==> config.mk <==
export PLATFORM = sky130hd
export DESIGN_NAME = round_sequencer
export DESIGN_NICKNAME = d
export VERILOG_FILES = /design/src/rtl/round_pkg.sv /design/src/rtl/round_counter.sv /design/src/rtl/round_sequencer.sv
export SDC_FILE = /design/constraint.sdc
export NUM_CORES = 1
export LEC_CHECK = 0
export BUFFER_PORTS_ARGS = -buffer_cell sky130_fd_sc_hd__buf_2
export CAP_MARGIN = 20
export CORE_MARGIN = 1.5
export CORE_UTILIZATION = 25
export CTS_CLUSTER_SIZE = 8
export DETAILED_ROUTE_END_ITERATION = 8
export PLACE_DENSITY = 0.55
export SYNTH_ARGS = -nofsm -noshare
export SYNTH_HDL_FRONTEND = slang
export SYNTH_HIERARCHICAL = 1
export SYNTH_SLANG_ARGS = --single-unit
==> constraint.sdc <==
create_clock -name clk -period 2.9 [get_ports clk]
set_input_delay 0.435 -clock clk [delete_from_list [all_inputs] [get_ports clk]]
set_output_delay 0.435 -clock clk [all_outputs]
set_load 0.03 [all_outputs]
==> src/rtl/round_pkg.sv <==
// rtl/round_pkg.sv - shared types and defaults for the round sequencer
//
// Purpose: FSM state encoding and the default round-counter width used by
//          round_sequencer and round_counter.
// Ports:   none (package).

package round_pkg;

  localparam int CNT_W_DEF = 4;

  typedef enum logic [2:0] {
    IDLE,
    LOAD,
    ROUND,
    WAIT,
    FINISH
  } state_t;

endpackage

==> src/rtl/round_counter.sv <==
// rtl/round_counter.sv - remaining-round down counter with saturation at zero
//
// Purpose: holds the number of rounds still to run.
// Ports:   clk, rst (async, active-low)
//          load / load_val : overwrite the count (has priority over dec)
//          dec             : decrement by one, saturating at zero
//          count           : current remaining count
//          zero            : count == 0

module round_counter
  import round_pkg::*;
#(
  parameter int W = CNT_W_DEF
) (
  input  logic         clk,
  input  logic         rst,
  input  logic         load,
  input  logic [W-1:0] load_val,
  input  logic         dec,
  output logic [W-1:0] count,
  output logic         zero
);

  logic [W-1:0] count_q;

  always_ff @(posedge clk or negedge rst) begin
    if (!rst) begin
      count_q <= '0;
    end else if (load) begin
      count_q <= load_val;
    end else if (dec && (count_q != '0)) begin
      count_q <= count_q - 1'b1;
    end
  end

  assign count = count_q;
  assign zero  = (count_q == '0);

endmodule

==> src/rtl/round_sequencer.sv <==
// rtl/round_sequencer.sv - round control FSM for an iterative cipher datapath
//
// Purpose: sequences LOAD -> (ROUND -> WAIT) x num_rounds -> FINISH.
// Ports:   clk, rst (async, active-low)
//          start, num_rounds : begin a run (sampled in IDLE only)
//          round_ack         : datapath finished the current round (WAIT only)
//          abort             : cancel the run from LOAD/ROUND/WAIT
//          load, round_en    : one-cycle datapath strobes
//          round_idx         : 0-based index of the current round
//          final_round       : current round is the last one
//          busy, done, err   : status; done/err are one-cycle pulses

module round_sequencer
  import round_pkg::*;
#(
  parameter int CNT_W = CNT_W_DEF
) (
  input  logic             clk,
  input  logic             rst,
  input  logic             start,
  input  logic [CNT_W-1:0] num_rounds,
  input  logic             round_ack,
  input  logic             abort,
  output logic             load,
  output logic             round_en,
  output logic [CNT_W-1:0] round_idx,
  output logic             final_round,
  output logic             busy,
  output logic             done,
  output logic             err
);

  state_t           state_q, state_d;
  logic [CNT_W-1:0] idx_q;
  logic [CNT_W-1:0] num_q;
  logic             err_q;

  logic             ctr_load;
  logic [CNT_W-1:0] ctr_val;
  logic             ctr_dec;
  logic [CNT_W-1:0] rem;
  logic             rem_zero;
  logic             accept;
  logic             adv_idx;

  round_counter #(.W(CNT_W)) u_counter (
    .clk      (clk),
    .rst      (rst),
    .load     (ctr_load),
    .load_val (ctr_val),
    .dec      (ctr_dec),
    .count    (rem),
    .zero     (rem_zero)
  );

  assign accept = (state_q == IDLE) && start && (num_rounds != '0);

  always_comb begin
    state_d  = state_q;
    ctr_load = 1'b0;
    ctr_val  = '0;
    ctr_dec  = 1'b0;
    adv_idx  = 1'b0;
    case (state_q)
      IDLE: begin
        if (accept) begin
          state_d  = LOAD;
          ctr_load = 1'b1;
          ctr_val  = num_rounds;
        end
      end
      LOAD:  state_d = abort ? IDLE : ROUND;
      ROUND: state_d = abort ? IDLE : WAIT;
      WAIT: begin
        if (abort) begin
          state_d = IDLE;
        end else if (round_ack) begin
          ctr_dec = 1'b1;
          // More than one round left: go again. A zero count cannot occur
          // here, but finishing is the safe way out if it ever did.
          if (!rem_zero && (rem != CNT_W'(1))) begin
            state_d = ROUND;
            adv_idx = 1'b1;
          end else begin
            state_d = FINISH;
          end
        end
      end
      FINISH:  state_d = IDLE;
      default: state_d = IDLE;
    endcase
    // A cancelled run leaves no stale remaining count behind.
    if (abort && (state_q == LOAD || state_q == ROUND || state_q == WAIT)) begin
      ctr_load = 1'b1;
      ctr_val  = '0;
    end
  end

  always_ff @(posedge clk or negedge rst) begin
    if (!rst) begin
      state_q <= IDLE;
      idx_q   <= '0;
      num_q   <= '0;
      err_q   <= 1'b0;
    end else begin
      state_q <= state_d;
      err_q   <= (state_q == IDLE) && start && (num_rounds == '0);
      if (accept) begin
        idx_q <= '0;
        num_q <= num_rounds;
      end else if (adv_idx && (idx_q != num_q - 1'b1)) begin
        idx_q <= idx_q + 1'b1;
      end
    end
  end

  // Every output is a decode of registered state.
  assign load        = (state_q == LOAD);
  assign round_en    = (state_q == ROUND);
  assign done        = (state_q == FINISH);
  assign busy        = (state_q != IDLE);
  assign err         = err_q;
  assign round_idx   = idx_q;
  assign final_round = busy && (idx_q == num_q - 1'b1);

endmodule

Yosys cells after proc, flatten, opt, wreduce, memory -nomap -nowiden
Cells that the tools add are included.
W data, S select, Z words.

word-level totals
  flip-flop bits (word level) = 16
  latch bits = 0
  RAM bits = 0
  memory bits (read-only) = 0
  output and inout bits = 10
  word-level logic and storage cells = 61
  memories = 0

operators by class
  add/sub/neg operators = 3
  $mul = 0
  div/mod/pow operators = 0
  order comparisons = 0
  equality and inequality tests = 9
  shifts and indexed selects = 0
  multiplexer cells = 24
  bitwise operators = 0
  reductions and logical operators = 20

operator list
  operator               number
  $mux W4                7
  $mux W3                4
  $pmux W3 S4            1
  $mux W1                10
  $logic_and A1 B1 Y1    8
  $logic_not A4 Y1       2
  $reduce_bool A4 Y1     2
  $sub A4 B1 Y4 const B  2
  $eq A3 B2 Y1 const B   2
  $add A4 B1 Y4 const B  1
  $eq A4 B4 Y1           1
  $mux W2                2
  $ne A4 B1 Y1 const B   1
  $ne A4 B4 Y1           1
  $reduce_bool A2 Y1     2
  $eq A3 B1 Y1 const B   1
  $eq A3 B3 Y1 const B   1
  $logic_not A3 Y1       1
  $ne A3 B3 Y1 const B   1
  $reduce_bool A3 Y1     1
  $logic_or A1 B1 Y1     2
  $ne A2 B2 Y1 const B   1
  $reduce_and A2 Y1      1
  $logic_not A1 Y1       1

Depth between registers and ports, before layout
  word-level depth = 10
  depth in mapped cells = 7
  gate-level depth less buffers = 7

By module
Netlist, hierarchy kept.

by module, submodules not included
  module           times used  cells each  area each (µm²)  sequential area each (µm²)
  round_sequencer  1           74          684.4            300.3
  round_counter    1           27          270.3            100.1

Least setup slack after synthesis
OpenSTA, ideal clock, no wires.

  path kind = reg-to-output
  start point = register num_q[0]
  end point = output final_round
  data arrival time = 1.799 ns
  data required time = 2.465 ns
  setup slack = 0.666 ns
  stages on the path, launching flop included = 7
  buffers on the path = 0
  cell sequence = dfrtp_1 > inv_1 > ha_1 > xnor2_1 > nor4b_1 > a22oi_1 > nor2_1

between the ends
  cells in the longest elaborated chain, start to end = 3

RTL lines
  element                 line                    source
  from (decl)             round_sequencer.sv:35   logic [CNT_W-1:0] num_q;
  from (signal assigned)  round_sequencer.sv:110  num_q <= num_rounds;
  $sub A4 B1 Y4           round_sequencer.sv:124  assign final_round = busy && (idx_q == num_q - 1'b1);
  $eq A4 B4 Y1            round_sequencer.sv:124
  $logic_and A1 B1 Y1     round_sequencer.sv:124
  to (decl)               round_sequencer.sv:27   output logic final_round,

Every way passes these cells.

Final worst setup path
Same ends and word-level chain as after synthesis.

==> run metrics <==
Skew-Pair Late Insertion Delay=between 0.2 and 0.3 ns; Starting Density=0.261; average routed wire per standard cell=13.1 µm; most common cell after layout, fill and taps aside=buf_2; worst path cell trace=inv_1, ha_1, xnor2_1, nor4b_1, a22oi_1, nor2_1, buf_2; kind of critical path=reg2out; I/O pin cnt=19; final wirelength=about 2.2 mm; initial antenna violation count=0; sequential cell area=400 µm²; Final ANT Viol Nets=0; FP Rows=22; Filler Cell Count=377; crit path DAT=2.15 ns; Max-cap violations=0; Root Buffer=clkbuf_8; RD Place Congestion=0.838; CTS clk-pin slew, worst paths=0.06 ns; Critical Path Fanout Max=4; commonest non-fill, non-tap cells in the layout=buf_2, dfrtp_1, nand2_1; delay-heaviest family, CP=simple AND/OR/NAND/NOR gates; GRT Overall Usage=0.120; Cells after Synth=101; crit path buf inv count=2; DIE WIDTH=64.8 µm; Final Setup Violations=0; register area share after synthesis=0.419; Syn Std Cell Area=955 µm²; Num CTS Buffers=3; grt total ovfl=0; Data required, critical path=approximately 2.5 ns; Hold Fails Final Rpt=0; Post-layout nets=136; Die Y=64.8 µm; initial DRC count=28; port bufs=18; share of cells above drive strength 1=0.213; Syn Area/Cell=9.45 µm²; status=complete, no violations; critical path's largest stage delay=0.43 ns; Ys Warns=6; largest net degree at the start of global routing=17; Relative slew margins=0.542; post-synth cell types=35; vias in the first global route=821; Pre-antenna DRT Iters=4; maximum vdd drop=between 0.0002 and 0.0003 V; Vias/cell=4.92; Area Overhead vs Synth=19.7%; clock tree buffer depth=2; PD cells=roughly 840 nW/µm²; core area=3660 µm²; Post-CTS Setup Bufs=0; Antenna Cells=0; Reg2Reg Depth=5; Slew Viols, Final=0; global-route wire length before repair=3.78 mm; crit start category=flop; CP max stage cell=nor4b_1; FF+latch count, synth=16; Final Util=0.312; Remaining DRCs=0; crit end category=output port; multi-input logic area=around 520 µm²; # hold bufs at CTS=0; setup_tns=0 ns; clk_skew=0.00301 ns; die area=about 4200 µm²; htree depth=1; Slew @ Worst Pin=0.682 ns; minimum clock period=approximately 2.6 ns; RSZ-0062 raised after global routing=false; total clock sinks=16; total number of vias=836; final worst path period share=0.891; syn nets=between 100 and 150; HPWL after DPL=~1.7 mm; Worst path depth=7; maximum clock rate=between 300 and 400 MHz; Static Leak=0.561 nW; min-delay worst type=in2async; PostCTS Resize Cnt=0; CTS tree=built
path summary, 6_finish.rpt:
check / start / endpoint / slack [ns]
max: num_q[0]$_DFFE_PN0P_ / final_round / 0.32
min: rst / u_counter/count[1]$_DFFE_PN0P_ / 0.09
max reg2reg: state_q[2]$_DFFE_PN0P_ / round_idx[0]$_DFFE_PN0P_ / 0.79
min reg2reg: num_q[1]$_DFFE_PN0P_ / num_q[1]$_DFFE_PN0P_ / 0.51
max in group asynchronous: rst / num_q[3]$_DFFE_PN0P_ / 2.54
min in group clk: abort / state_q[1]$_DFFE_PN0P_ / 0.39
cells by family after synthesis:
logic type,synth area share
simple gates,0.305
fa+ha+maj,0.0393
buf+inv,0.0354
compound gates,0.144
flops,0.419
mux,0.0105
xor+xnor,0.0459
synthesized netlist by cell type:
master,number,area [µm²]
nor3_1,4,20.0
o31ai_1,1,7.51
nor4_1,2,12.5
nand3_1,4,20.0
and3_1,5,31.3
xnor2_1,3,26.3
a22o_1,1,8.76
nor4b_1,2,17.5
o211ai_2,1,12.5
or3_2,1,7.51
nor4b_2,1,15.0
nand2_1,9,33.8
o21a_1,1,7.51
and2_1,2,12.5
a21o_1,4,30.0
nand3b_1,1,7.51
or4_1,3,22.5
buf_6,1,11.3
o31a_1,1,8.76
nor3b_2,1,12.5
nand2b_1,1,6.26
a22oi_1,1,7.51
ha_1,3,37.5
mux2i_1,1,10.0
o21ai_0,4,20.0
xor2_1,2,17.5
a21oi_1,5,25.0
a221o_1,1,10.0
nor2b_1,1,6.26
and4b_1,1,10.0
or2b_1,1,7.51
nor3b_1,3,22.5
inv_1,6,22.5
dfrtp_1,16,400
nor2_1,7,26.3
per-layer routing:
metal	up-vias	GRT usage	wire (µm)
met5	-	0	0
met4	0	0.0718	63
met3	8	0.0313	83
met2	23	0.187	1010
met1	396	0.148	1070
li1	409	-	-
stage by stage:
stage | hold slack, ns | total power (W) | cells | instance area, µm² | setup WS [ns]
after floorplan | 0.139 | 0.000684 | 101 | 955 | 0.666
after global placement | 0.382 | 0.000776 | 167 | 1100 | 0.593
after detailed placement | 0.382 | 0.000794 | 167 | 1100 | 0.518
after CTS | 0.112 | 0.000966 | 170 | 1140 | 0.298
after global routing | 0.121 | 0.00103 | 170 | 1140 | 0.170
final | 0.0934 | 0.000959 | 170 | 1140 | 0.316
power breakdown:
| part | internal (W) | switching [W] | leakage (nW) |
|---|---|---|---|
| registers | 0.000283 | 0.0000713 | 0.211 |
| clock network | 0.0000923 | 0.0000785 | 0.0216 |
| logic | 0.000181 | 0.000253 | 0.328 |
flip-flops by register name (all words and copies together) (netlist names):
name             count
err                  1
num_q                4
round_idx            4
u_counter/count      4
state_q              3
area by class of cell:
| cell class | count | area share |
|---|---|---|
| flip-flops and latches | 16 | 0.350 |
| inverters | 6 | 0.0197 |
| repair buffers | 19 | 0.0854 |
| clock buffers | 3 | 0.0361 |
| well taps | 48 | 0.0526 |
| multi-input cells | 78 | 0.456 |
Note: power is estimated with default switching activity, not from simulation.
